### src/rtl/axi_wm_pkg.sv
// Shared types and constants for the AXI4 write master: FSM states, response
// codes, burst type and the 4 KB boundary arithmetic.
package axi_wm_pkg;

  typedef enum logic [1:0] {
    ST_IDLE   = 2'd0,
    ST_ACTIVE = 2'd1,
    ST_RESP   = 2'd2,
    ST_REJECT = 2'd3
  } state_t;

  localparam logic [1:0] RESP_OKAY   = 2'b00;
  localparam logic [1:0] RESP_EXOKAY = 2'b01;
  localparam logic [1:0] RESP_SLVERR = 2'b10;
  localparam logic [1:0] RESP_DECERR = 2'b11;
  localparam logic [1:0] RESP_REJECT = 2'b11;
  localparam logic [1:0] BURST_INCR  = 2'b01;

  // Width of the byte-lane offset inside one data word (at least one bit).
  function automatic int off_w(input int data_width);
    return (data_width > 8) ? $clog2(data_width / 8) : 1;
  endfunction

  // Byte just past the burst, measured from the start of its 4 KB page.
  function automatic logic [17:0] burst_end(input logic [11:0] addr,
                                            input logic [7:0]  len,
                                            input logic [2:0]  size);
    return {6'd0, addr} + ({9'd0, {1'b0, len} + 9'd1} << size);
  endfunction

endpackage

### src/rtl/axi_wstrb_gen.sv
// Write-strobe generator: enables the 2**size byte lanes of the aligned chunk
// that contains the current beat's byte offset.
module axi_wstrb_gen
  import axi_wm_pkg::*;
#(
  parameter int DATA_WIDTH = 32
) (
  input  logic [off_w(DATA_WIDTH)-1:0] i_off,
  input  logic [2:0]                   i_size,
  output logic [DATA_WIDTH/8-1:0]      o_strb
);

  localparam int STRB_W = DATA_WIDTH / 8;

  // A lane is on when it falls in the same 2**size-aligned chunk as the offset.
  always_comb begin
    o_strb = '0;
    for (int b = 0; b < STRB_W; b++) begin
      if (STRB_W == 1) begin
        o_strb[b] = 1'b1;
      end else begin
        o_strb[b] = ((b >> i_size) == (int'(i_off) >> i_size));
      end
    end
  end

endmodule

### src/rtl/axi_write_master.sv
// AXI4 INCR write master: turns a command plus a beat stream into one burst on
// AW/W/B, rejects illegal commands locally and times out a missing response.
module axi_write_master
  import axi_wm_pkg::*;
#(
  parameter int ADDR_WIDTH = 16,
  parameter int DATA_WIDTH = 32,
  parameter int TIMEOUT    = 256
) (
  input  logic                    clk,
  input  logic                    ARESET,
  input  logic                    cmd_valid,
  output logic                    cmd_ready,
  input  logic [ADDR_WIDTH-1:0]   cmd_addr,
  input  logic [7:0]              cmd_len,
  input  logic [2:0]              cmd_size,
  input  logic [DATA_WIDTH-1:0]   wr_data,
  input  logic                    wr_valid,
  output logic                    wr_ready,
  output logic                    done_valid,
  output logic [1:0]              done_resp,
  output logic                    done_timeout,
  output logic [ADDR_WIDTH-1:0]   AWADDR,
  output logic [7:0]              AWLEN,
  output logic [2:0]              AWSIZE,
  output logic [1:0]              AWBURST,
  output logic                    AWVALID,
  input  logic                    AWREADY,
  output logic [DATA_WIDTH-1:0]   WDATA,
  output logic [DATA_WIDTH/8-1:0] WSTRB,
  output logic                    WLAST,
  output logic                    WVALID,
  input  logic                    WREADY,
  input  logic [1:0]              BRESP,
  input  logic                    BVALID,
  output logic                    BREADY
);

  localparam int STRB_W = DATA_WIDTH / 8;
  localparam int OFF_W  = off_w(DATA_WIDTH);
  localparam int TO_W   = $clog2(TIMEOUT + 1);

  state_t                r_state;
  state_t                w_state_nxt;
  logic                  r_awvalid;
  logic                  r_aw_done;
  logic                  r_w_done;
  logic [ADDR_WIDTH-1:0] r_awaddr;
  logic [7:0]            r_awlen;
  logic [2:0]            r_awsize;
  logic [7:0]            r_beats;
  logic [OFF_W-1:0]      r_off;
  logic [TO_W-1:0]       r_to_cnt;
  logic                  r_done_valid;
  logic [1:0]            r_done_resp;
  logic                  r_done_timeout;

  logic                  w_active;
  logic                  w_cmd_hs;
  logic                  w_cmd_legal;
  logic [7:0]            w_bytes;
  logic                  w_aw_hs;
  logic                  w_w_hs;
  logic                  w_last_hs;
  logic                  w_b_hs;
  logic                  w_timeout;
  logic [OFF_W-1:0]      w_off_inc;
  logic [STRB_W-1:0]     w_strb;

  assign w_active    = (r_state == ST_ACTIVE);
  assign cmd_ready   = (r_state == ST_IDLE) && !ARESET;
  assign w_cmd_hs    = cmd_valid && cmd_ready;
  assign w_bytes     = 8'd1 << cmd_size;
  assign w_cmd_legal = (w_bytes <= 8'(STRB_W)) &&
                       (burst_end(cmd_addr[11:0], cmd_len, cmd_size) <= 18'd4096);

  // W is a pass-through while a burst is open and its last beat is still owed.
  assign WVALID    = wr_valid && w_active && !r_w_done;
  assign wr_ready  = WREADY && w_active && !r_w_done;
  assign WDATA     = w_active ? wr_data : '0;
  assign WSTRB     = w_active ? w_strb : '0;
  assign WLAST     = w_active && !r_w_done && (r_beats == 8'd0);
  assign w_w_hs    = WVALID && WREADY;
  assign w_last_hs = w_w_hs && (r_beats == 8'd0);
  assign w_aw_hs   = r_awvalid && AWREADY;
  assign w_off_inc = OFF_W'(32'd1 << r_awsize);

  assign BREADY    = (r_state == ST_RESP);
  assign w_b_hs    = BREADY && BVALID;
  assign w_timeout = BREADY && !BVALID && (r_to_cnt == TO_W'(TIMEOUT - 1));

  assign AWADDR       = r_awaddr;
  assign AWLEN        = r_awlen;
  assign AWSIZE       = r_awsize;
  assign AWBURST      = BURST_INCR;
  assign AWVALID      = r_awvalid;
  assign done_valid   = r_done_valid;
  assign done_resp    = r_done_resp;
  assign done_timeout = r_done_timeout;

  axi_wstrb_gen #(
    .DATA_WIDTH (DATA_WIDTH)
  ) u_wstrb (
    .i_off  (r_off),
    .i_size (r_awsize),
    .o_strb (w_strb)
  );

  // FSM state register.
  always_ff @(posedge clk or posedge ARESET) begin
    if (ARESET) begin
      r_state <= ST_IDLE;
    end else begin
      r_state <= w_state_nxt;
    end
  end

  // FSM next-state logic.
  always_comb begin
    w_state_nxt = r_state;
    case (r_state)
      ST_IDLE: begin
        if (w_cmd_hs) begin
          w_state_nxt = w_cmd_legal ? ST_ACTIVE : ST_REJECT;
        end else begin
          w_state_nxt = ST_IDLE;
        end
      end
      ST_ACTIVE: begin
        if ((w_last_hs || r_w_done) && (r_aw_done || w_aw_hs)) begin
          w_state_nxt = ST_RESP;
        end else begin
          w_state_nxt = ST_ACTIVE;
        end
      end
      ST_RESP: begin
        if (w_b_hs || w_timeout) begin
          w_state_nxt = ST_IDLE;
        end else begin
          w_state_nxt = ST_RESP;
        end
      end
      ST_REJECT: w_state_nxt = ST_IDLE;
      default:   w_state_nxt = ST_IDLE;
    endcase
  end

  // Burst bookkeeping: AW fields, beat counter/offset, timeout and completion.
  always_ff @(posedge clk or posedge ARESET) begin
    if (ARESET) begin
      r_awvalid      <= 1'b0;
      r_aw_done      <= 1'b0;
      r_w_done       <= 1'b0;
      r_awaddr       <= '0;
      r_awlen        <= 8'd0;
      r_awsize       <= 3'd0;
      r_beats        <= 8'd0;
      r_off          <= '0;
      r_to_cnt       <= '0;
      r_done_valid   <= 1'b0;
      r_done_resp    <= 2'b00;
      r_done_timeout <= 1'b0;
    end else begin
      r_done_valid   <= 1'b0;
      r_done_timeout <= 1'b0;
      case (r_state)
        ST_IDLE: begin
          if (w_cmd_hs && w_cmd_legal) begin
            r_awaddr  <= cmd_addr;
            r_awlen   <= cmd_len;
            r_awsize  <= cmd_size;
            r_awvalid <= 1'b1;
            r_aw_done <= 1'b0;
            r_w_done  <= 1'b0;
            r_beats   <= cmd_len;
            r_off     <= cmd_addr[OFF_W-1:0];
            r_to_cnt  <= '0;
          end else if (w_cmd_hs) begin
            r_done_valid <= 1'b1;
            r_done_resp  <= RESP_REJECT;
          end
        end
        ST_ACTIVE: begin
          if (w_aw_hs) begin
            r_awvalid <= 1'b0;
            r_aw_done <= 1'b1;
          end
          if (w_w_hs) begin
            r_off <= r_off + w_off_inc;
            if (r_beats == 8'd0) begin
              r_w_done <= 1'b1;
            end else begin
              r_beats <= r_beats - 8'd1;
            end
          end
        end
        ST_RESP: begin
          if (w_b_hs) begin
            r_done_valid <= 1'b1;
            r_done_resp  <= BRESP;
          end else if (w_timeout) begin
            r_done_valid   <= 1'b1;
            r_done_resp    <= RESP_SLVERR;
            r_done_timeout <= 1'b1;
          end else begin
            r_to_cnt <= r_to_cnt + TO_W'(1);
          end
        end
        ST_REJECT: r_done_valid <= 1'b0;
        default:   r_done_valid <= 1'b0;
      endcase
    end
  end

endmodule

### config.mk
export PLATFORM = sky130hd
export DESIGN_NAME = axi_write_master
export DESIGN_NICKNAME = d
export VERILOG_FILES = /design/src/rtl/axi_wm_pkg.sv /design/src/rtl/axi_wstrb_gen.sv /design/src/rtl/axi_write_master.sv
export SDC_FILE = /design/constraint.sdc
export NUM_CORES = 1
export LEC_CHECK = 0
export ABC_AREA = 1
export ABC_CLOCK_PERIOD_IN_PS = 2000
export CORE_MARGIN = 2
export CORE_UTILIZATION = 42
export DETAILED_ROUTE_END_ITERATION = 10
export PLACE_DENSITY = 0.76
export SLEW_MARGIN = 20
export SYNTH_ARGS = -nofsm -noshare
export SYNTH_HDL_FRONTEND = slang
export SYNTH_SLANG_ARGS = --single-unit
### constraint.sdc
create_clock -name clk -period 2 [get_ports clk]
set_input_delay 0.6 -clock clk [delete_from_list [all_inputs] [get_ports clk]]
set_output_delay 0.6 -clock clk [all_outputs]
set_load 0.01 [all_outputs]
# Word level (Yosys, flattened, before mapping)
# Cells that the tools add are included.
# classes
addsub	5
reduce_logical	34
n_shift	8
eq_ne	18
bitwise_logic	0
magnitude_cmp	2
multipliers	0
div	0
muxes	39
# op_table
cell	count
equality test 32 bit	4
right shift 1 x 3 -> 32 bit (first input constant)	2
right shift 2 x 3 -> 32 bit (first input constant)	2
two-way mux 32 bit	1
right shift 2 x 3 -> 32 bit	1
two-way mux 9 bit	3
two-way mux 8 bit	3
two-way mux 2 bit	10
adder 12 x 18 -> 18 bit	1
<= comparator 18 x 13 -> 1 bit (second input constant)	1
one-hot mux 9 bit (2 select lines)	1
left shift 9 x 3 -> 18 bit	1
logical AND 1 bit	17
one-hot mux 8 bit (2 select lines)	1
AND reduction 4 bit	4
two-way mux 1 bit	12
inequality test 2 bit (second input constant)	5
adder 8 x 1 -> 9 bit (second input constant)	1
adder 9 x 1 -> 9 bit (second input constant)	1
equality test 9 x 8 -> 1 bit (second input constant)	1
<= comparator 8 x 3 -> 1 bit (second input constant)	1
logical NOT 8 bit	1
inequality test 2 x 1 -> 1 bit (second input constant)	4
one-hot mux 1 bit (2 select lines)	4
16 further kinds	24
# word_totals
out_inout_bits	75
mem_bits_ro	0
input_bits	68
latch_bits	0
ram_bits	0
register_bits	55
mem_count	0

# Depth between registers and ports, before layout
# depth
depth_word	9
ltp_mapped	28
ltp_nobuf	27

# Modules after synthesis
# From an unflattened synthesis, not the netlist that was laid out.
# unflattened
cells_unflattened	632
hier_area_um2	4132.7
# by_module_without_submodules
module	n_inst	seq_area_each_um2	cells_each	area_each_um2
axi_write_master	1	1376.3	616	4067.7
axi_wstrb_gen	1	0.0	16	65.1

# Worst setup path after synthesis
# OpenSTA, ideal clock, no wires.
# synth_path
path_type	input -> register
from	input cmd_len[0]
to	register r_to_cnt[3]
path_slack_ns	-1.328
cell_stages	26
arrival_ns	3.205
setup_time_ns	0.123
cell_sequence	ha_1 -> nand2_2 -> o21ai_0 -> o21a_1 -> nand2_1 -> nand2_1 -> inv_1 -> nand2_1 -> o21ai_0 -> o21ai_0 -> ha_1 -> a21oi_1 -> o21ai_0 -> nand2_1 -> nand2_1 -> a31oi_1 -> inv_1 -> nand2_1 -> nand2_1 -> nand2_2 -> nand3_4 -> nand2_4 -> nand2_4 -> buf_6 -> nand2_2 -> o21ai_2
# synth_via
elab_chain_len	8
# synth_rtl
element	line	text
start, declared	axi_write_master.sv:15	input logic [7:0] cmd_len,
adder 8 x 1 -> 9 bit	axi_wm_pkg.sv:28	return {6'd0, addr} + ({9'd0, {1'b0, len} + 9'd1} << size);
left shift 9 x 3 -> 18 bit	axi_wm_pkg.sv:28	
adder 12 x 18 -> 18 bit	axi_wm_pkg.sv:28	
<= comparator 18 x 13 -> 1 bit	axi_write_master.sv:75	(burst_end(cmd_addr[11:0], cmd_len, cmd_size) <= 18'd4096);
logical AND 1 bit	axi_write_master.sv:74	assign w_cmd_legal = (w_bytes <= 8'(STRB_W)) &&
logical AND 1 bit	axi_write_master.sv:168	if (w_cmd_hs && w_cmd_legal) begin
inequality test 2 x 1 -> 1 bit (no source line)	--	
AND reduction 4 bit (no source line)	--	
end signal, assigned	axi_write_master.sv:206	r_to_cnt <= r_to_cnt + TO_W'(1);
end, declared	axi_write_master.sv:53	logic [TO_W-1:0] r_to_cnt;
# Every way passes these cells.
# A chain may end at the register's enable or synchronous reset.

# Worst setup path in the final report
# layout_path
from	input cmd_len[4]
to	register r_beats[7]
# layout_via
elab_chain_len	8
# layout_rtl
element	line	text
adder 8 x 1 -> 9 bit	axi_wm_pkg.sv:28	
left shift 9 x 3 -> 18 bit	axi_wm_pkg.sv:28	
adder 12 x 18 -> 18 bit	axi_wm_pkg.sv:28	
<= comparator 18 x 13 -> 1 bit	axi_write_master.sv:75	
logical AND 1 bit	axi_write_master.sv:74	
logical AND 1 bit	axi_write_master.sv:168	
inequality test 2 x 1 -> 1 bit (no source line)	--	
AND reduction 4 bit (no source line)	--	
end signal, assigned	axi_write_master.sv:175	r_beats <= cmd_len;
end signal, assigned	axi_write_master.sv:193	r_beats <= r_beats - 8'd1;
end, declared	axi_write_master.sv:51	logic [7:0] r_beats;
# Every way passes these cells.

==> results_dict.tcl <==
set metrics [dict create \
    worstSetupPathType "input port to register" \
    critical_path_buf_inv_count 4 \
    die_y_um 103 \
    synth_area_per_cell_sq_um 6.60 \
    ys_seq_elements 55 \
    seqCellArea_sq_mm 0.00138 \
    ys_seq_area_share_pct 33.4 \
    final_cell_mix "nand2_1, buf_4, clkdlybuf4s50_1" \
    synth_edf_count 0 \
    endpoint_kind "register" \
    crit_slowest_cell "ha_1" \
    multiInputGateArea_sq_mm 0.00292 \
    area_growth_pct 84.9 \
    switching_share_pct 44.9 \
    pwr-share-seq_pct 21.8 \
    crit_chain "buf_2 > nand2_2 > nor2_4 > xor2_1 > buf_4 > o21ai_2 > nand2_1 > o21ai_2 > buf_4 > o21ai_1 > ha_1 > inv_1 > o21ai_0 > nor2_1 > nand3_1 > xor2_1 > nand4_1 > nand2_2 > nand3_4 > nand2_8 > nand3_4 > nand2_1 > nand2_1" \
    async_flop_share_pct 100 \
    cts.hold.buffers_added 0 \
    gr-total-overflow 0 \
    htreeDepth 2 \
    initial_core_util_pct 42.7 \
    clock_path_buffers 2 \
    p_sw_uw 4090 \
    maxCapViolations 0 \
    drc 0 \
    crit_top_cell "nand2_1" \
    slew_viol_final 0 \
    wl_um 17700 \
    utilization_pct 79.0 \
    rsz0062_at_grt "true" \
    min_period_ps 3620 \
    die_w_um 103 \
    instances_no_fill 1029 \
    cp-startpoint "cmd_len[4]" \
    violations "negative setup slack" \
    crit_family "simple AND/OR/NAND/NOR gates" \
    fillers 634 \
    grt_util_all_layers_pct 28.5 \
    setup_tns_ps -87330 \
    via_per_inst 5.37 \
    drt_iter0_markers 407 \
    cts_buffers 5 \
    coreArea_sq_mm 0.00964 \
    drive_gt1_share_pct 39.3 \
    pwr-share-clk_pct 8.8 \
    grt_max_degree 45 \
    antenna_found_initial 1 \
    pin_count 143 \
    io_buffer_count 140 \
    wire_per_inst_um 17.2 \
    globalplace.congestion 0.906 \
    hp-start "AWADDR[10]" \
    root_buffer "clkbuf_8" \
    fmax_mhz 276 \
    final_design_area_no_fill_sq_mm 0.00762 \
    dpl_cell_area_sq_mm 0.00632 \
    p_int_uw 5020 \
    syn_inst 624 \
    clock_sinks 55 \
    clock_skew_ps 13.9 \
    fin_nets 980 \
    fin_crit_sh_pct 181 \
    status "finished, violations left" \
    grt_pass1_wl_um 23800 \
    leakage_uw 0.00380 \
    power_density_mw_per_mm2 1200 \
    holdWs_ps 486 \
    synth_ff_type "dfrtp_1" \
    dieArea_sq_mm 0.0106 \
    drtAntennaViolNets 0 \
    syn_area_sq_mm 0.00412 \
    rr_startpoint "r_beats[0]" \
    dpl.cell_count 964 \
    crit_required_ps 2230 \
    cp.arrival_ps 3850 \
    cp_max_fo 8 \
    holdCritPathClass "register to register" \
    setup_viol 91 \
    layout_commonest_cell "nand2_1" \
    setup_ws_ps -1620 \
    vdd_ir_drop_max_v 0.000651 \
    insertion_delay_ps 340 \
    hold_violations 0 \
    cts_tree "done" \
    vias 5522 \
    cts.clk_slew.worst_paths_ps 120 \
    grt_pass1_vias 5239 \
    slowest_delay_ps 290 \
    yosys_warnings 0 \
    ys_types 41 \
    combPwrFrac_pct 69.4 \
    core.rowCount 36 \
    syn_nets 710 \
    start_kind "input port" \
    dpl.hpwl_um 10300 \
    drtPass1Iterations 7 \
]
## cell type report
| class | count | share of cell area, % |
|---|---|---|
| clock buffer | 6 | 0.953 |
| tap | 133 | 2.18 |
| clock inverter | 2 | 0.509 |
| antenna | 1 | 0.0329 |
| multi-input combinational | 454 | 38.3 |
| timing repair buffer | 286 | 35.2 |
| inverter | 92 | 4.65 |
| sequential | 55 | 18.1 |
## metrics by stage
step	setup slack [ps]	power, uW
final	-1620	9110
after global routing	-1740	9540
after CTS	-1310	7900
after detailed placement	-2360	6270
after global placement	-2230	6130
after floorplan	-1200	3950
## final timing paths
check	cells past startpoint	slack, ps	to
setup / recovery	23	-1620	r_beats[7]
hold / removal	2	490	AWADDR[10]
setup reg to reg	20	-620	r_beats[6]
hold reg to reg	2	490	AWADDR[10]
max in group asynchronous	4	1190	AWADDR[14]
min in group asynchronous	4	560	r_to_cnt[2]
## worst reg2reg max path, delay by kind of cell (launching register included)
| kind | cells | cell delay [ps] |
|---|---|---|
| buffers and inverters | 12 | 1330 |
| and+or+nand+nor | 6 | 500 |
| DFF | 1 | 420 |
| adders and majority gates | 1 | 150 |
| AOI/OAI and AO/OA | 1 | 110 |
## state kept, by name (all words and copies together) (netlist names)
register      flops
r_off             2
r_w_done          1
done_timeout      1
AWLEN             8
r_state           2
AWVALID           1
r_aw_done         1
r_to_cnt          9
done_resp         2
r_beats           8
done_valid        1
AWADDR           16
AWSIZE            3
## power groups by stage
| stage | clock network [uW] | registers, uW | logic (uW) |
|---|---|---|---|
| after global routing | 842 | 2020 | 6680 |
| final | 803 | 1990 | 6320 |
| after floorplan | 0 | 1990 | 1960 |
| after global placement | 0 | 1840 | 4300 |
| after detailed placement | 0 | 1860 | 4410 |
| after CTS | 796 | 1880 | 5230 |
## cells by family after synthesis
group                    Yosys count  synth area share, %
AND/OR/NAND/NOR                  330                 34.6
buffers and inverters            115                 11.5
flip-flops                        55                 33.4
other                              2                0.182
XOR/XNOR                           5                 1.06
AO/OA/AOI/OAI                     98                 13.4
adder cells (fa/ha/maj)           18                 5.65
multiplexers                       1                0.243
## timing repair
item | in CTS | in global routing
gates resized for setup | 318 | 127
setup endpoints to repair | 95 | 94
pin swaps | 49 | 23
cloned | 4 | 2
buffers inserted | 45 | 14
endpoints found under the hold margin | 0 | 0
## cell usage after synthesis (2+ instances only)
master | number | share of area, %
buf_4 | 6 | 1.1
a21oi_1 | 18 | 2.2
o22ai_1 | 2 | 0.30
conb_1 | 2 | 0.18
inv_2 | 2 | 0.18
xor2_1 | 5 | 1.1
inv_1 | 90 | 8.2
nor3_1 | 7 | 0.85
nand4_1 | 17 | 2.6
buf_6 | 2 | 0.55
nand3_2 | 3 | 0.73
nand2_2 | 6 | 0.91
nand3b_1 | 3 | 0.55
o21ai_2 | 8 | 1.7
buf_2 | 4 | 0.49
ha_1 | 17 | 5.2
a31oi_1 | 6 | 0.91
nand3_1 | 26 | 3.2
nand2_1 | 181 | 16
nand2_4 | 2 | 0.55
o21ai_0 | 55 | 6.7
nor2_1 | 76 | 6.9
a21o_1 | 2 | 0.36
clkbuf_1 | 11 | 1.0
or2_2 | 3 | 0.46
dfrtp_1 | 55 | 33
## per-layer routing
metal | share of wire [%] | vias to the layer above | GRT usage [%]
li1 | - | 2528 | -
met1 | 37 | 2602 | 32.3
met2 | 51 | 281 | 51.2
met3 | 5.6 | 111 | 4.61
met4 | 5.8 | 0 | 15.0
met5 | 0 | - | 0
Note: power is estimated with default switching activity, not from simulation.
